<file path="src/rtl/tone_synth_poly_sel.sv">
// tone_synth_poly_sel: multi-key square-wave tone synthesizer.
// Synchronises and debounces NUM_KEYS active-low buttons. It picks one
// sounding key by priority mode, applies a runtime octave shift and drives
// a 50% duty square wave.
// Ports:
//   clk      system clock
//   rst_n    asynchronous active-low reset
//   btn_n    raw active-low buttons (asynchronous to clk)
//   octave   right-shift applied to the half period (0..3)
//   speaker  square-wave output (registered)
//   active   a note is sounding (registered)
//   key_idx  index of the sounding key; holds its value when inactive
module tone_synth_poly_sel #(
  parameter int unsigned NUM_KEYS        = 8,
  parameter int unsigned CNT_W           = 20,
  parameter logic [NUM_KEYS*CNT_W-1:0] HALF_PERIODS = {
    20'd95557, 20'd101239, 20'd113636, 20'd127551,
    20'd143172, 20'd151685, 20'd170265, 20'd191110},
  parameter int unsigned DEBOUNCE_CYCLES = 500000,
  parameter int unsigned PRIORITY_MODE   = 0,
  localparam int unsigned KEY_W = (NUM_KEYS > 1) ? $clog2(NUM_KEYS) : 1
) (
  input  logic                clk,
  input  logic                rst_n,
  input  logic [NUM_KEYS-1:0] btn_n,
  input  logic [1:0]          octave,
  output logic                speaker,
  output logic                active,
  output logic [KEY_W-1:0]    key_idx
);

  localparam int unsigned DB_W = (DEBOUNCE_CYCLES > 1) ? $clog2(DEBOUNCE_CYCLES) : 1;
  localparam logic [DB_W-1:0] DB_LAST = DB_W'(DEBOUNCE_CYCLES - 1);

  logic [NUM_KEYS-1:0] sync1, sync2, s, db, db_prev, rising;
  logic [DB_W-1:0]     db_cnt [NUM_KEYS];
  logic [CNT_W-1:0]    hp_table [NUM_KEYS];
  logic [CNT_W-1:0]    hp_shift, hp, cnt, cnt_next;
  logic                phase, phase_next, active_next, start;
  logic [KEY_W-1:0]    key_next;

  // Lowest set bit of a key vector (0 when empty).
  function automatic logic [KEY_W-1:0] lowest_set(input logic [NUM_KEYS-1:0] v);
    lowest_set = '0;
    for (int i = int'(NUM_KEYS) - 1; i >= 0; i--) begin
      if (v[i]) lowest_set = KEY_W'(i);
    end
  endfunction

  // Two-flop synchroniser on the raw (active-low) buttons; reset = released.
  always_ff @(posedge clk or negedge rst_n) begin
    if (!rst_n) begin
      sync1 <= '1;
      sync2 <= '1;
    end else begin
      sync1 <= btn_n;
      sync2 <= sync1;
    end
  end

  assign s = ~sync2;

  // Per-key debounce: accept a change after DEBOUNCE_CYCLES stable cycles.
  always_ff @(posedge clk or negedge rst_n) begin
    if (!rst_n) begin
      db <= '0;
      for (int i = 0; i < int'(NUM_KEYS); i++) db_cnt[i] <= '0;
    end else begin
      for (int i = 0; i < int'(NUM_KEYS); i++) begin
        if (s[i] == db[i]) begin
          db_cnt[i] <= '0;
        end else if (db_cnt[i] == DB_LAST) begin
          db[i]     <= s[i];
          db_cnt[i] <= '0;
        end else begin
          db_cnt[i] <= db_cnt[i] + DB_W'(1);
        end
      end
    end
  end

  assign rising = db & ~db_prev;

  // Key selection.
  always_comb begin
    active_next = |db;
    key_next    = key_idx;
    if (|db) begin
      if (PRIORITY_MODE == 0) begin
        key_next = lowest_set(db);
      end else if (|rising) begin
        key_next = lowest_set(rising);
      end else if (!db[key_idx]) begin
        key_next = lowest_set(db);
      end
    end
  end

  for (genvar g = 0; g < int'(NUM_KEYS); g++) begin : g_tab
    assign hp_table[g] = HALF_PERIODS[g*CNT_W +: CNT_W];
  end

  // Shifted half period, clamped to at least one cycle.
  always_comb begin
    hp_shift = hp_table[key_idx] >> octave;
    hp       = (hp_shift == '0) ? CNT_W'(1) : hp_shift;
  end

  // Tone generator; the >= compare lets a shrinking hp toggle on the next edge.
  always_comb begin
    start      = active_next && (!active || (key_next != key_idx));
    cnt_next   = cnt + CNT_W'(1);
    phase_next = phase;
    if (!active_next || start) begin
      cnt_next   = '0;
      phase_next = 1'b0;
    end else if (cnt >= hp - CNT_W'(1)) begin
      cnt_next   = '0;
      phase_next = ~phase;
    end
  end

  always_ff @(posedge clk or negedge rst_n) begin
    if (!rst_n) begin
      db_prev <= '0;
      active  <= 1'b0;
      key_idx <= '0;
      cnt     <= '0;
      phase   <= 1'b0;
      speaker <= 1'b0;
    end else begin
      db_prev <= db;
      active  <= active_next;
      key_idx <= key_next;
      cnt     <= cnt_next;
      phase   <= phase_next;
      speaker <= phase_next & active_next;
    end
  end

endmodule
</file>
<file path="config.mk">
export PLATFORM = sky130hd
export DESIGN_NAME = tone_synth_poly_sel
export DESIGN_NICKNAME = d
export VERILOG_FILES = /design/src/rtl/tone_synth_poly_sel.sv
export SDC_FILE = /design/constraint.sdc
export NUM_CORES = 1
export LEC_CHECK = 0
export ABC_CLOCK_PERIOD_IN_PS = 5300
export CORE_ASPECT_RATIO = 1.1
export CORE_MARGIN = 2
export CORE_UTILIZATION = 63
export CTS_CLUSTER_SIZE = 40
export DETAILED_ROUTE_END_ITERATION = 8
export PLACE_DENSITY = 0.88
export SYNTH_ARGS = -nofsm -noshare
export SYNTH_HDL_FRONTEND = slang
export SYNTH_SLANG_ARGS = --single-unit
export TNS_END_PERCENT = 1
</file>
<file path="constraint.sdc">
create_clock -name clk -period 5.3 [get_ports clk]
set_clock_uncertainty 0.05 [all_clocks]
set_input_delay 1.06 -clock clk [delete_from_list [all_inputs] [get_ports clk]]
set_output_delay 1.06 -clock clk [all_outputs]
set_load 0.1 [all_outputs]
</file>
**Word-level counts from Yosys, hierarchy flattened**

Memories as Yosys holds them, arrays and structs flattened.
Index checks and enable logic that the tools add are counted.
W data, S select, Z words.

- Register bits: 202
- ROM bits: 160
- Input port bits: 12
- Output and inout port bits: 5
- Logic and storage cells: 113
- Memories kept: 1

Memories:

| memory | words | bits a word | rd ports | clocked after Yosys merged registers in | wr ports | RTL line | source |
|---|---|---|---|---|---|---|---|
| (name not given) | 8 | 20 | 1 | 0 | 0 | 105 | `hp_shift = hp_table[key_idx] >> octave;` |

- Add/subtract/negate cells: 10
- Magnitude comparators: 2
- Equal/unequal tests: 17
- Shift-type cells: 1
- Mux-type cells: 32
- Bitwise gates (word level): 12
- Reduce and logical (&&, ||, !) cells: 15

Operators by type and width:

| cell | number |
|---|---|
| $mux W19 | 16 |
| $add A19 B1 Y19 const B | 8 |
| $eq A19 B19 Y1 const B | 8 |
| $mux W20 | 5 |
| $mux W3 | 9 |
| $add A20 B1 Y20 const B | 1 |
| $ge A20 B20 Y1 | 1 |
| $logic_not A20 Y1 | 1 |
| $shr A20 B2 Y20 | 1 |
| $sub A20 B1 Y20 const B | 1 |
| $reduce_and A2 Y1 | 8 |
| $not A1 Y1 | 9 |
| $eq A1 B1 Y1 | 8 |
| $not A8 Y8 | 1 |
| $reduce_or A8 Y1 | 1 |
| $ge A4 B4 Y1 const B | 1 |
| $not A3 Y4 | 1 |
| $ne A3 B3 Y1 | 1 |
| $logic_not A1 Y1 | 2 |
| $logic_or A1 B1 Y1 | 2 |
| $mux W1 | 2 |
| $and A1 B1 Y1 | 1 |
| $logic_and A1 B1 Y1 | 1 |

**Longest topological paths before layout**

Gate-level depths: netlist of run 1.

- Depth in word-level cells: 15
- Depth in mapped cells: 22
- Mapped depth without buffers: 20

**Least setup slack after synthesis of run 1**

OpenSTA, ideal clock, no wires.

- Path kind: register to register
- Start: register key_idx[1]
- End: register cnt[13]
- Setup time: 128 ps
- Arrival time: 5,185 ps
- Required time: 5,122 ps
- Path slack: -62 ps
- Stages on the path, launching flop included: 22
- Buffers on the path: 3
- Clock period less this slack: 5,362 ps
- Path through: dfrtp_1 -> inv_1 -> ha_1 -> clkbuf_1 -> clkbuf_1 -> nor2_1 -> nor3_1 -> a21oi_1 -> nor2_1 -> a21oi_1 -> ha_1 -> o211ai_1 -> nor4_1 -> nand3b_1 -> xor2_1 -> ha_1 -> nand4_1 -> a2111o_1 -> a311o_1 -> nand2_1 -> buf_2 -> nor3_1

- Longest elaborated chain between the ends: 11
- Elaborated cells on any way between the ends: 16
- Those cells by class: 1 x add/sub; 1 x order compare; 1 x eq/ne; 1 x shift; 6 x mux; 1 x bitwise; 4 x reduce/logical; 1 x memory

RTL lines:

| element | RTL line | source |
|---|---|---|
| start: declaration | 29 | `output logic [KEY_W-1:0] key_idx` |
| start signal: assignment | 134 | `key_idx <= key_next;` |
| $not A3 Y4 (not written as such) | 105 |  |
| $mem_v2 Z8 W20 | n/a |  |
| $mux W20 (not written as such) (2 in series) | 105 |  |
| $shr A20 B2 Y20 | 105 |  |
| $logic_not A20 Y1 | 106 | `hp = (hp_shift == '0) ? CNT_W'(1) : hp_shift;` |
| $mux W20 | 106 |  |
| $sub A20 B1 Y20 | 117 | `end else if (cnt >= hp - CNT_W'(1)) begin` |
| $ge A20 B20 Y1 | 117 |  |
| $mux W20 | 117 |  |
| $mux W20 * | 114 | `if (!active_next \|\| start) begin` |
| named net cnt_next[13] | 38 | `logic [CNT_W-1:0] hp_shift, hp, cnt, cnt_next;` |
| end signal: assignment | 135 | `cnt <= cnt_next;` |
| end: declaration | 38 |  |

Mark *: on every way through the listed nets, which the timed path passes. The rest lies on a longest branch. The select of a mux whose other input is x is not followed.
A chain may end at the register's enable or synchronous reset.

**Worst setup path in the final report of run 1**

- Start: input octave[0]
- End: register cnt[19]

- Longest elaborated chain between the ends: 7

RTL lines:

| element | RTL line | source |
|---|---|---|
| start: declaration | 26 | `input logic [1:0] octave,` |
| $shr A20 B2 Y20 * | 105 |  |
| $logic_not A20 Y1 | 106 |  |
| $mux W20 * | 106 |  |
| $sub A20 B1 Y20 * | 117 |  |
| $ge A20 B20 Y1 * | 117 |  |
| $mux W20 * | 117 |  |
| $mux W20 * | 114 |  |
| named net cnt_next[19] | 38 |  |

Mark *: on every way through the listed nets, which the timed path passes. The rest lies on a longest branch.

==> results of run 1 <==
## area by class of cell
cell class	instances	area, sq um	area share (%)
tap	234	292.8	2.396
inverter	35	131.4	1.075
timing repair buffer	32	296.5	2.427
multi-input combinational	887	5675	46.45
clock buffer	32	629.4	5.151
clock inverter	7	115.1	0.9421
sequential	202	5077	41.56
## worst max-delay path: cells and delay by family
family          cells  cell delay [ps]
simple gates        8             1090
xor+xnor            1              170
buf+inv             3             1040
fa+ha+maj           2              530
compound gates      5             1270
## worst paths after layout
| kind | startpoint | endpoint | slack, ps | depth (start not counted) |
|---|---|---|---|---|
| setup / recovery | octave[0] | cnt[19]$_DFF_PN0_ | 410 | 19 |
| hold / removal | sync1[3]$_DFF_PN1_ | sync2[3]$_DFF_PN1_ | 310 | 0 |
| setup reg to reg | key_idx[1]$_DFF_PN0_ | cnt[19]$_DFF_PN0_ | 600 | 20 |
| hold reg to reg | sync1[3]$_DFF_PN1_ | sync2[3]$_DFF_PN1_ | 310 | 0 |
| max in group asynchronous | rst_n | sync1[5]$_DFF_PN1_ | 3570 | 2 |
| min in group asynchronous | rst_n | db_cnt[117]$_DFF_PN0_ | 620 | 1 |
## flip-flops by register name, indices dropped and copies added, names as in the netlist
name     cells
db_cnt     152
cnt         20
db           8
sync1        8
sync2        8
key_idx      3
active       1
phase        1
speaker      1
## cell families after synthesis
logic type | after synthesis
XOR/XNOR | 165
buffers and inverters | 75
flip-flops | 202
other | 1
multiplexers | 16
adder cells (fa/ha/maj) | 39
AND/OR/NAND/NOR | 548
AO/OA/AOI/OAI | 117
## cells in the mapped netlist, types with 4 or more instances
| cell type | count |
|---|---|
| nor2_1 | 207 |
| dfrtp_1 | 186 |
| xor2_1 | 97 |
| nand2_1 | 73 |
| xnor2_1 | 68 |
| nand3_1 | 66 |
| ha_1 | 39 |
| nand4_1 | 38 |
| inv_1 | 35 |
| nor3_1 | 35 |
| o21ai_0 | 31 |
| a21oi_1 | 29 |
| clkbuf_1 | 25 |
| and4_1 | 22 |
| and3_1 | 18 |
| dfstp_2 | 16 |
| nor4_1 | 13 |
| mux2i_1 | 12 |
| or3_1 | 12 |
| nor2b_1 | 11 |
| or2_2 | 11 |
| nand2b_1 | 9 |
| buf_2 | 8 |
| nor3_2 | 7 |
| a21o_1 | 6 |
| nor4b_1 | 6 |
| a211oi_1 | 5 |
| nor3b_1 | 5 |
| o211ai_1 | 5 |
| o22ai_1 | 4 |
## where the power goes
part           leakage [nW]  switching, mW  internal [mW]
clock network         0.357          0.617          0.970
registers              2.74         0.0202           1.57
logic                  2.05          0.104         0.0558
## per-layer routing
layer	part of all wire [%]	wire, um	up-vias
li1	-	-	4066
met1	44	9878	4158
met2	49	11180	208
met3	4.6	1034	57
met4	2.3	510	0
met5	0	0	-
## stage by stage
stage	TNS, ps	power [mW]
after floorplan	0	1.706
after global placement	0	1.768
after detailed placement	-35.31	1.775
after CTS	0	3.364
after global routing	0	3.454
final	0	3.335
==> results.toml, run 1 <==
[status]
status = "complete, no violations"

[timing]
slew_headroom_pct = 23.01
fin_hold_ws_ps = 305.6
hold_viol_final = 0
finalWorstSetupSlack_ps = 415.0
slew_violations = 0
fmaxAchievable_ghz = 0.2047
rsz0062_at_grt = "no"
tightest_slew_ps = 1151
setup_violations = 0
fin_crit_ps = 4885
finalCritPeriodShare_pct = 92.17

[clock_network]
post_cts_buffers = 0
cts_tree = "built"
htree_levels = 1
cts_root_buf = "clkbuf_16"
insertion_delay_ps = 500
hold_buffers = 0
cts.path.max_buffers = 3
cts_resized = 0
numCtsBuffers = 22
cts.sinks = 202
path_clk_slew_ps = 60

[logic_synthesis]
synthFlopType = "dfrtp_1"
synth_top_family_by_area = "simple AND/OR/NAND/NOR gates"
synthArstFlopShare_pct = 100.0
synthTopCellsByArea = "dfrtp_1 42%, xor2_1 7.7%, nor2_1 7.0%"
synth_area_per_cell_sq_um = 9.508
yosysWarnings = 0
synth_compound_area_share_pct = 7.309
yosys.area.top_type = "dfrtp_1"
synth_cell_types = 71
synth_edf_count = 0
synth_seq_cells = 202
yosys.area_share.simple_pct = 24.77
synthAdderAreaFrac_pct = 4.413
synth.yosys.seq_area_share_pct = 45.89
synth_mux_area_share_pct = 1.697
yosysTopAreaCellShare_pct = 42.09
syn_area_sq_mm = 0.01106
syn_inst = 1163
synth_xor_area_share_pct = 13.07

[setup_path]
crit_slowest_cell = "clkdlybuf4s50_1"
crit_path_end_kind = "flip-flop"
cp.arrival_ps = 5160
path_cells = "clkdlybuf4s50_1 > inv_1 > nor2_1 > nor3_1 > a21oi_1 > nor2_1 > a21oi_1 > ha_1 > o211ai_1 > nor4_1 > nand3b_1 > xor2_1 > ha_1 > nand4_1 > a2111o_1 > a311o_1 > nand2_1 > buf_4 > nor3_1"
setup.worst_path.start_class = "primary input"
crit_required_ps = 5580
crit_type = "primary input to flip-flop"
critical_path.max_fanout = 12
max_stage_delay_ps = 720

[layout]
layout_commonest_cell = "nor2_1"
final_nets = 1231
antenna_cells = 0
final_cell_mix = "207 x nor2_1, 184 x dfrtp_1, 97 x xor2_1"
area_growth_pct = 10.49
stdcell_count = 1429
drive_gt1_share_pct = 7.950
fin_area_sq_mm = 0.01222
fin_util_pct = 71.54
fillers = 1212

[placement]
portBuffers = 16
placed_area_sq_mm = 0.01147
placed_cells = 1390
place_ws_ps = -15.47
gp_congestion = 0.8841
dp_hpwl_mm = 14.32

[floorplan]
die_h_um = 143.0
core_sq_mm = 0.01708
boundaryPins = 17
num_rows = 50
die_w_um = 130.3
start_util_pct = 64.75
dieArea_sq_mm = 0.01863

[worst_hold_path]
min_path_type = "flip-flop to flip-flop"

[routing]
drc = 0
wl_per_cell_um = 15.82
finalWirelength_mm = 22.60
ant_nets = 0
vias = 8489
drtIter0Drc = 641
vias_per_cell = 5.941
first_pass_iters = 5

[global_routing]
grt.busiest_layer = "met2"
antenna_found_initial = 0
grt_max_degree = 111
grt_pass1_vias = 8416
grt_first_pass_wirelength_mm = 39.25
use_met2_pct = 43.10
use_met1_pct = 34.59
grt_usage_pct = 25.67
grt_remaining_overflow = 0
met3_usage_pct = 3.822

[power_and_ir_drop]
vdd_drop_max_mv = 0.2704
powerDensity_mw_per_mm2 = 273.0
p_leak_nw = 5.152

[job]
max-cap-violations = 0
Power figures use the tool's default switching activity.
==> inputs of run 2 (changes only) <==
--- a/config.mk
+++ b/config.mk
@@ -11,7 +11,7 @@
 export CORE_UTILIZATION = 63
 export CTS_CLUSTER_SIZE = 40
 export DETAILED_ROUTE_END_ITERATION = 8
-export PLACE_DENSITY = 0.88
+export PLACE_DENSITY = 0.8
 export SYNTH_ARGS = -nofsm -noshare
 export SYNTH_HDL_FRONTEND = slang
 export SYNTH_SLANG_ARGS = --single-unit
==> results.toml, run 2 (synthesis results as in run 1) <==
[placement]
dp_hpwl_mm = 13.81
placed_cells = 1390
portBuffers = 16
gp_congestion = 0.9095

[setup_path]
crit_path_end_kind = "flip-flop"
r2r_end = "cnt[19]$_DFF_PN0_"
rrSetupSlack_ps = 550
cp.arrival_ps = 5050
setup.worst_path.start_class = "primary input"
r2r-start = "key_idx[0]$_DFF_PN0_"
crit_type = "primary input to flip-flop"
critical_path.max_fanout = 13
max_stage_delay_ps = 540
crit_slowest_cell = "clkdlybuf4s50_1"
crit_required_ps = 5570
worst-r2r-cell-count = 19
path_cells = "clkdlybuf4s50_1 > buf_4 > and2b_1 > or3_1 > o21ai_0 > a21oi_1 > ha_1 > o211ai_1 > nor4_1 > nand3b_1 > xor2_1 > ha_1 > nand4_1 > a2111o_1 > a311o_1 > nand2_1 > buf_4 > nor3_1"

[timing]
fmaxAchievable_ghz = 0.2092
tns_ps = 0
tightest_slew_ps = 1119
rsz0062_at_grt = "no"
slew_violations = 0
hold_viol_final = 0
fin_crit_ps = 4779
setup_violations = 0
finalCritPeriodShare_pct = 90.17
slew_headroom_pct = 25.18

[clock_network]
hold_buffers = 0
cts.path.max_buffers = 3
cts_resized = 0
htree_levels = 1
cts_tree = "built"
cts.sinks = 202
numCtsBuffers = 22
path_clk_slew_ps = 60
insertion_delay_ps = 510
cts_root_buf = "clkbuf_16"
post_cts_buffers = 0

[floorplan]
start_util_pct = 64.75
num_rows = 50
die_w_um = 130.3
core_sq_mm = 0.01708
die_h_um = 143.0
boundaryPins = 17
dieArea_sq_mm = 0.01863

[layout]
drive_gt1_share_pct = 7.692
largest_reg_flops = 152
final_nets = 1231
largestRegisters = "db_cnt x152, cnt x20"
final_cell_mix = "207 x nor2_1, 184 x dfrtp_1, 97 x xor2_1"
layout_commonest_cell = "nor2_1"
area_growth_pct = 9.742
fin_util_pct = 71.05
fillers = 1352
stdcell_count = 1430
top_register = "db_cnt"
antenna_cells = 0

[worst_hold_path]
min_path_cells = 0
worstHoldStart = "sync1[4]$_DFF_PN1_"
min_to = "sync2[4]$_DFF_PN1_"
min_path_type = "flip-flop to flip-flop"

[global_routing]
grt_pass1_vias = 8109
grt_max_degree = 107
antenna_found_initial = 0
grt_first_pass_wirelength_mm = 36.87
grt_usage_pct = 23.72
grt_remaining_overflow = 0

[power_and_ir_drop]
power_frac_comb_pct = 5.0
vdd_drop_max_mv = 0.2990
finalPower_mw = 3.157
powerDensity_mw_per_mm2 = 260.2
internal-power_mw = 2.430
p_clk_share_pct = 44.7
seq_power_share_pct = 50.3
switching_share_pct = 23.05
p_leak_nw = 5.113
p_sw_mw = 0.7277

[routing]
routed-wl-met3_um = 725
vias = 8213
wl_per_cell_um = 14.57
drtIter0Drc = 568
highest_layer = "met4"
wl_met1_mm = 9.549
vias_per_cell = 5.743
wl_met2_mm = 10.09
first_pass_iters = 5
ant_nets = 0
drc = 0
finalWirelength_mm = 20.84

[status]
status = "complete, no violations"

[job]
max-cap-violations = 0
run 2: cell types whose count changed in the layout (fill, tap and decap cells not counted), sizes merged:
cell / delta
clkbuf: +3
bufinv: -3
clkinv: +2
clkinvlp: -1
run 2: metal layers:
layer,GRT usage (%),up-vias
li1,-,4063
met1,32.21,3975
met2,39.93,132
met3,3.222,43
met4,6.961,0
met5,0,-
run 2: worst max path at each step:
stage	start	end	cells past startpoint
after floorplan	key_idx[1]$_DFF_PN0_	cnt[13]$_DFF_PN0_	21
after global placement	octave[0]	cnt[19]$_DFF_PN0_	18
after detailed placement	octave[0]	cnt[19]$_DFF_PN0_	18
after CTS	key_idx[0]$_DFF_PN0_	cnt[19]$_DFF_PN0_	19
after global routing	key_idx[1]$_DFF_PN0_	cnt[19]$_DFF_PN0_	20
final	octave[0]	cnt[19]$_DFF_PN0_	18
run 2: metrics by stage:
step	hold slack (ps)	area, sq um	setup slack, ps
2_1_floorplan	295.2	11060	330.3
3_3_place_gp	296.0	11470	205.3
3_5_place_dp	296.8	11470	35.71
4_1_cts	304.8	12140	537.1
5_1_grt	307.9	12140	205.8
6_report	304.4	12140	520.9
run 2: layout make-up:
class | instances | area (sq um) | area share [%]
Multi-Input combinational cell | 887 | 5675 | 46.77
Sequential cell | 202 | 5077 | 41.84
Clock buffer | 35 | 619.3 | 5.104
Timing Repair Buffer | 32 | 296.5 | 2.444
Tap cell | 234 | 292.8 | 2.413
Inverter | 35 | 131.4 | 1.083
Clock inverter | 5 | 42.54 | 0.3506
run 2: worst max-delay path, delay by kind of cell:
family / cells / cell delay (ps)
AO/OA/AOI/OAI: 5 / 1230
XOR/XNOR: 1 / 170
adder cells (fa/ha/maj): 2 / 520
buffers and inverters: 3 / 950
AND/OR/NAND/NOR: 7 / 1110
run 2: power by group through the flow:
stage	logic (mW)	registers, mW	clock network, mW
floorplan	0.0952	1.61	0
global placement	0.156	1.61	0
detailed placement	0.159	1.61	0
CTS	0.161	1.59	1.45
global route	0.182	1.59	1.50
finish	0.158	1.59	1.41
==> inputs of run 3 (changes only) <==
--- a/config.mk
+++ b/config.mk
@@ -8,10 +8,10 @@
 export ABC_CLOCK_PERIOD_IN_PS = 5300
 export CORE_ASPECT_RATIO = 1.1
 export CORE_MARGIN = 2
-export CORE_UTILIZATION = 63
+export CORE_UTILIZATION = 60
 export CTS_CLUSTER_SIZE = 40
 export DETAILED_ROUTE_END_ITERATION = 8
-export PLACE_DENSITY = 0.8
+export PLACE_DENSITY = 0.77
 export SYNTH_ARGS = -nofsm -noshare
 export SYNTH_HDL_FRONTEND = slang
 export SYNTH_SLANG_ARGS = --single-unit
==> results.toml, run 3 (synthesis results as in run 1) <==
[status]
status = "complete, no violations"

[clock_network]
cts.sinks = 202
path_clk_slew_ps = 60
hold_buffers = 0
cts_resized = 0
cts_root_buf = "clkbuf_16"
post_cts_buffers = 0
htree_levels = 1
numCtsBuffers = 22
cts.path.max_buffers = 3
insertion_delay_ps = 500
cts_tree = "built"

[global_routing]
use_met2_pct = 38.76
grt_usage_pct = 22.34
use_met1_pct = 30.07
grt_max_degree = 105
grt_remaining_overflow = 0
grt_pass1_vias = 8066
grt_first_pass_wirelength_mm = 36.89
met3_usage_pct = 2.708
antenna_found_initial = 0
grt.busiest_layer = "met2"

[layout]
largestRegisters = "db_cnt x152, cnt x20"
final_cell_mix = "207 x nor2_1, 184 x dfrtp_1, 97 x xor2_1"
area_growth_pct = 10.08
antenna_cells = 0
drive_gt1_share_pct = 8.097
fin_area_sq_mm = 0.01217
layout_commonest_cell = "nor2_1"
largest_reg_flops = 152
multi_input_area_sq_mm = 0.005675
stdcell_count = 1441
final_nets = 1233
fillers = 1420
ff_latch_area_sq_mm = 0.005077
top_register = "db_cnt"

[setup_path]
rrSetupSlack_ps = 720
r2r-start = "key_idx[0]$_DFF_PN0_"
cp.arrival_ps = 5000
crit_required_ps = 5580
critPathCapture = "cnt[13]$_DFF_PN0_"
cp-startpoint = "octave[0]"
setup.worst_path.start_class = "primary input"
critical_path.max_fanout = 19
worst-r2r-cell-count = 18
crit_path_end_kind = "flip-flop"
r2r_end = "cnt[13]$_DFF_PN0_"
crit_type = "primary input to flip-flop"

[job]
max-cap-violations = 0

[routing]
drtIter0Drc = 520
drc = 0
ant_nets = 0
wl_per_cell_um = 14.51
finalWirelength_mm = 20.91
first_pass_iters = 6
vias_per_cell = 5.702
vias = 8216

[timing]
slew_headroom_pct = 24.67
rsz0062_at_grt = "no"
fin_hold_ws_ps = 302.1
setup_violations = 0
finalCritPeriodShare_pct = 89.07
fin_crit_ps = 4721
tightest_slew_ps = 1127
tns_ps = 0
hold_viol_final = 0
slew_violations = 0
fmaxAchievable_ghz = 0.2118

[power_and_ir_drop]
finalPower_mw = 3.167
powerDensity_mw_per_mm2 = 260.1
vdd_drop_max_mv = 0.2422
p_leak_nw = 5.131

[worst_hold_path]
min_path_type = "flip-flop to flip-flop"

[floorplan]
boundaryPins = 17
core_sq_mm = 0.01822
die_w_um = 133.4
die_h_um = 146.4
dieArea_sq_mm = 0.01953
num_rows = 52
start_util_pct = 60.70

[placement]
portBuffers = 16
dp_hpwl_mm = 14.11
gp_congestion = 0.8779
placed_cells = 1401
placed_area_sq_mm = 0.01150
## run 3: cell types whose count changed in the layout (fill, tap and decap cells not counted), sizes merged
cell / before / now
clkinv: 4 / 5
clkbuf: 36 / 33
buf: 16 / 18
inv: 35 / 37
## run 3: cell type report
type	instances	share of cell area, %
sequential	202	41.71
tap	243	2.498
clock buffer	32	5.088
clock inverter	8	0.4420
timing repair buffer	34	2.559
inverter	35	1.079
multi-input combinational	887	46.62
## run 3: per-stage QoR
stage / worst slack (ps) / utilization (%)
global route: 136.7 / 66.82
global placement: 153.3 / 63.13
detailed placement: 84.23 / 63.13
CTS: 596.5 / 66.82
floorplan: 330.3 / -
finish: 579.2 / 66.82
## run 3: worst min-delay path by stage
stage,from,to,slack (ps),cells past startpoint
3_3_place_gp,sync1[6]$_DFF_PN1_,sync2[6]$_DFF_PN1_,300,0
5_1_grt,sync1[1]$_DFF_PN1_,sync2[1]$_DFF_PN1_,310,0
2_1_floorplan,sync1[0]$_DFF_PN1_,sync2[0]$_DFF_PN1_,300,0
3_5_place_dp,sync1[7]$_DFF_PN1_,sync2[7]$_DFF_PN1_,300,0
6_report,sync1[7]$_DFF_PN1_,sync2[7]$_DFF_PN1_,300,0
4_1_cts,sync1[7]$_DFF_PN1_,sync2[7]$_DFF_PN1_,300,0
## run 3: where the power goes
group          switching (mW)  total [mW]  internal (mW)
Sequential             0.0190        1.59           1.57
Clock                   0.602        1.42          0.819
Combinational           0.102       0.159         0.0562
Total                   0.723        3.17           2.44
## run 3: layer usage
metal	vias to the layer above	share of wire [%]
li1	4066	-
met1	4010	46
met2	118	50
met3	22	3.1
met4	0	1.1
met5	-	0
## run 3: worst max-delay path, stage by stage
cell,delay (ps)
clkdlybuf4s50_1,590
buf_4,260
nor2_1,140
nor3_1,60
a21oi_1,130
nor2_1,50
a21oi_1,180
ha_1,210
o211ai_1,170
nor4_1,360
nand3b_1,130
xor2_1,170
ha_1,300
nand4_1,90
a2111o_1,390
a311o_1,330
nand2_1,130
buf_12,170
nor3_1,60
==> patch 1 (config.mk and constraints of run 2) <==
Change the parameter `NUM_KEYS` from 8 to 16.
--- a/src/rtl/tone_synth_poly_sel.sv
+++ b/src/rtl/tone_synth_poly_sel.sv
@@ -13,3 +13,3 @@
 module tone_synth_poly_sel #(
-  parameter int unsigned NUM_KEYS        = 8,
+  parameter int unsigned NUM_KEYS        = 16,
   parameter int unsigned CNT_W           = 20,
Ports: changed (resized btn_n and key_idx); port bits go from 17 to 26. No check against the original RTL was run, so the function may have changed too.
==> patch 1 against run 2 <==
  * Sequential cell count grew 177
  * Clock power up 99%
  * Non-clock buffer count grew 4
  * Setup slack gained 0.27 ns
  * Critical path depth increased by 1
  * Routed wire length increased by 66%
  * Sequential power increased by 87%
  * Total power increased by 91%
  * Combinational power increased by 49%
  * Critical endpoint is now cnt[3]$_DFF_PN0_
  * Sequential share of layout area is 4.1 points higher
  * Design area rose by 71%
  * Synthesized area up 70%
==> patch 1: results (changes against run 2) <==
| Metric | Value |
|---|---|
| Fin crit share | `85.1% (-5.1 points)` |
| XOR/XNOR Fraction of Synth Area | `14.0% (+0.93 points)` |
| Worst Path Max Fanout | `29 (+16)` |
| Routability-driven placement congestion ratio | `0.855 (-6.0%)` |
| Num CTS Buffers | `40 (+82%)` |
| Met3 Use GR | `2.95% (-0.27 points)` |
| Run status | `finished, final reports clean` |
| Tot GR Track Use | `23.2% (-0.56 points)` |
| Post-placement cell count | `2305 (+66%)` |
| Share of cells above drive strength 1 | `6.69% (-1.0 points)` |
| Met2 usage | `40.2% (+0.24 points)` |
| Pre-CTS setup slack | `0.276 ns (+0.240 ns)` |
| R2r endpoint | `cnt[3]$_DFF_PN0_` |
| First-pass GRT wire length | `61000 um (+65%)` |
| Compound-cell area share of the yosys netlist | `3.98% (-3.3 points)` |
| Top cells by count, synth | `nor2_1, dfrtp_1, xor2_1, nand2_1, nand3_1` |
| Final std cells w/o fill | `2378 (+66%)` |
| Placed Area | `0.0194 sq mm (+69%)` |
| Synth Instances | `1944 (+67%)` |
| Via count | `13.4k (+63%)` |
| Routed WL per cell | `14.5 um (-0.30%)` |
| Least-Margin Pin Slew | `1.16 ns (+0.0408 ns)` |
| Hold Path Origin | `sync1[15]$_DFF_PN1_` |
| Largest net degree at the start of global routing | `113 (+5.6%)` |
| Pwr/cell area | `291 mW/mm^2 (+12%)` |
| Hold EP | `sync2[15]$_DFF_PN1_` |
| Final HPWL DP | `23100 um (+67%)` |
| Clk network pwr share | `46.5% (+1.8 points)` |
| Peak supply drop | `0.312 mV (+4.3%)` |
| Fraction of the mapped netlist area in adder cells | `3.00% (-1.4 points)` |
| Biggest regs | `db_cnt x304, cnt x20` |
| Worst-Skew Late Latency | `0.53 ns (+0.02 ns)` |
| PortBufs | `25 (+9)` |
| Sequential share of the synthesized area | `50.7% (+4.9 points)` |
| Worst r2r path cells | `14 (-5)` |
| Mux cell area share after synthesis | `1.55% (-0.15 points)` |
| Reg2reg setup slack | `0.91 ns (+0.36 ns)` |
| Final Hold Slack | `0.298 ns (-0.00668 ns)` |
| Antenna violations before repair | `0 (unchanged)` |
| Crit path largest cell delay | `0.48 ns (-0.06 ns)` |
| Htree depth | `2 (+1)` |
| Cell variety after synth | `68 (-4.2%)` |
| Grt met1 use | `31.0% (-1.2 points)` |
| Initial DRC count | `732 (+29%)` |
| Switching share of power | `21.6% (-1.4 points)` |
==> patch 1: cell type report <==
| type | instances | area, sq um |
|---|---|---|
| flip-flops and latches | 379 | 9520 |
| clock buffers | 63 | 1230 |
| well taps | 374 | 468 |
| repair buffers | 36 | 375 |
| clock inverters | 10 | 111 |
| fillers | 2115 | 8770 |
| multi-input cells | 1457 | 8780 |
| inverters | 59 | 221 |
==> patch 1: how the worst max path moves through the flow <==
stage               startpoint  depth (start not counted)           endpoint
floorplan            octave[0]                         21   cnt[6]$_DFF_PN0_
global placement     octave[0]                         19   cnt[3]$_DFF_PN0_
detailed placement   octave[0]                         19  cnt[18]$_DFF_PN0_
CTS                  octave[0]                         19   cnt[7]$_DFF_PN0_
global route         octave[0]                         19  cnt[17]$_DFF_PN0_
finish               octave[0]                         19   cnt[3]$_DFF_PN0_
==> patch 1: per-layer routing <==
layer / wire length, um / vias up
li1: - / 6593
met4: 675 / 0
met2: 17200 / 229
met5: 0 / -
met1: 15500 / 6550
met3: 1240 / 56
==> patch 2 (config.mk and constraints of run 2) <==
Made on the original files. The output `speaker` loses its register stage (`speaker` becomes a continuous assignment). Comments in the files are not updated.
--- a/src/rtl/tone_synth_poly_sel.sv
+++ b/src/rtl/tone_synth_poly_sel.sv
@@ -129,3 +129,2 @@
       phase   <= 1'b0;
-      speaker <= 1'b0;
     end else begin
@@ -136,3 +135,2 @@
       phase   <= phase_next;
-      speaker <= phase_next & active_next;
     end
@@ -140,2 +138,4 @@
 
+  assign speaker = phase_next & active_next;
+
 endmodule
Behaviour: no difference found for any inputs over 10 cycles, from zero or initial values and one cycle with rst_n low; that may be too few to reach the edited logic, so the function may still have changed.
==> patch 2 against run 2 <==
  * Routed wire length rose by 12%
  * Largest cell class unchanged
  * Total power rose by 5.8%
  * Setup slack got worse by 0.91 ns
  * Sequential cell count fell by 1
  * Synthesized area fell by 0.23%
  * The flow now finishes with violations (setup timing)
  * Design area rose by 6.4%
  * Synthesized cell count barely moved
  * Via count rose by 5.2%
  * Sequential share of layout area fell by 2.7 points
  * Global-route usage rose by 2.5 points
  * Combinational power rose by 20%
==> patch 2: results (changes against run 2) <==
| Metric | Value |
|---|---|
| Run status | `complete, but fails checks` |
| Failing checks | `setup timing` |
| Setup TNS | `-0.390 ns (-0.390 ns)` |
| Data buffer area share | `6.08% (+3.6 points)` |
| PnR worst setup slack | `-0.390 ns (-0.911 ns)` |
| R2r endpoint | `cnt[8]$_DFF_PN0_` |
| Slew HR | `32.8% (+7.6 points)` |
| Avg Cell Area, Syn | `9.49 sq um (-0.14%)` |
| Routability-driven placement congestion ratio | `0.920 (+1.1%)` |
| Sequential share of the synthesized area | `45.8% (-0.12 points)` |
| Critical Path Sink | `speaker` |
| Initial DRC count | `549 (-3.3%)` |
| M1 WL | `9940 um (+4.1%)` |
| Hold EP | `sync2[5]$_DFF_PN1_` |
| Critical path arrival | `4.58 ns (-0.47 ns)` |
| Storage cell area | `0.00506 sq mm (-0.37%)` |
| Final Hold Slack | `0.304 ns (+0.0000820 ns)` |
| Largest net degree at the start of global routing | `89 (-17%)` |
| Final net count | `1294 (+5.1%)` |
| Met3 wire length | `951 um (+31%)` |
| Worst setup SP type | `flip-flop` |
| Bufs w/o clock | `96 (+200%)` |
| Final setup viols | `1 (+1)` |
| Top cells by count, synth | `nor2_1, dfrtp_1, xor2_1, nand2_1, xnor2_1` |
| # clk buffers | `32 (-8.6%)` |
| Fillers | `1146 (-15%)` |
| Vias in the first global route | `8695 (+7.2%)` |
| Placed Area | `0.0119 sq mm (+3.4%)` |
| Met3 Use GR | `3.63% (+0.41 points)` |
| R2R Path Start | `key_idx[1]$_DFF_PN0_` |
-- patch 2: timing repair --
action                     CTS  global route
resized for setup           39             9
pin swaps                   26             6
setup endpoints to repair    1             1
buffers inserted            11             4
-- patch 2: report_power, final --
group | internal (W) | switching (W) | total [W] | leakage (nW)
logic | 0.0000756 | 0.000114 | 0.000189 | 2.40
registers | 0.00156 | 0.0000193 | 0.00158 | 2.73
clock network | 0.000962 | 0.000608 | 0.00157 | 0.376
total | 0.00260 | 0.000741 | 0.00334 | 5.51
-- patch 2: cell families (layout without fill, tap and decap cells) --
group | after synthesis | in the layout | share of synthesized area (%)
adders and majority gates | 39 | 39 | 4.42
AOI/OAI and AO/OA | 117 | 117 | 7.33
other | 1 | 2 | 0.0340
buffers and inverters | 75 | 171 | 2.82
muxes | 16 | 16 | 1.70
and+or+nand+nor | 548 | 548 | 24.8
xor gates and xnor gates | 165 | 165 | 13.1
DFF | 201 | 201 | 45.8
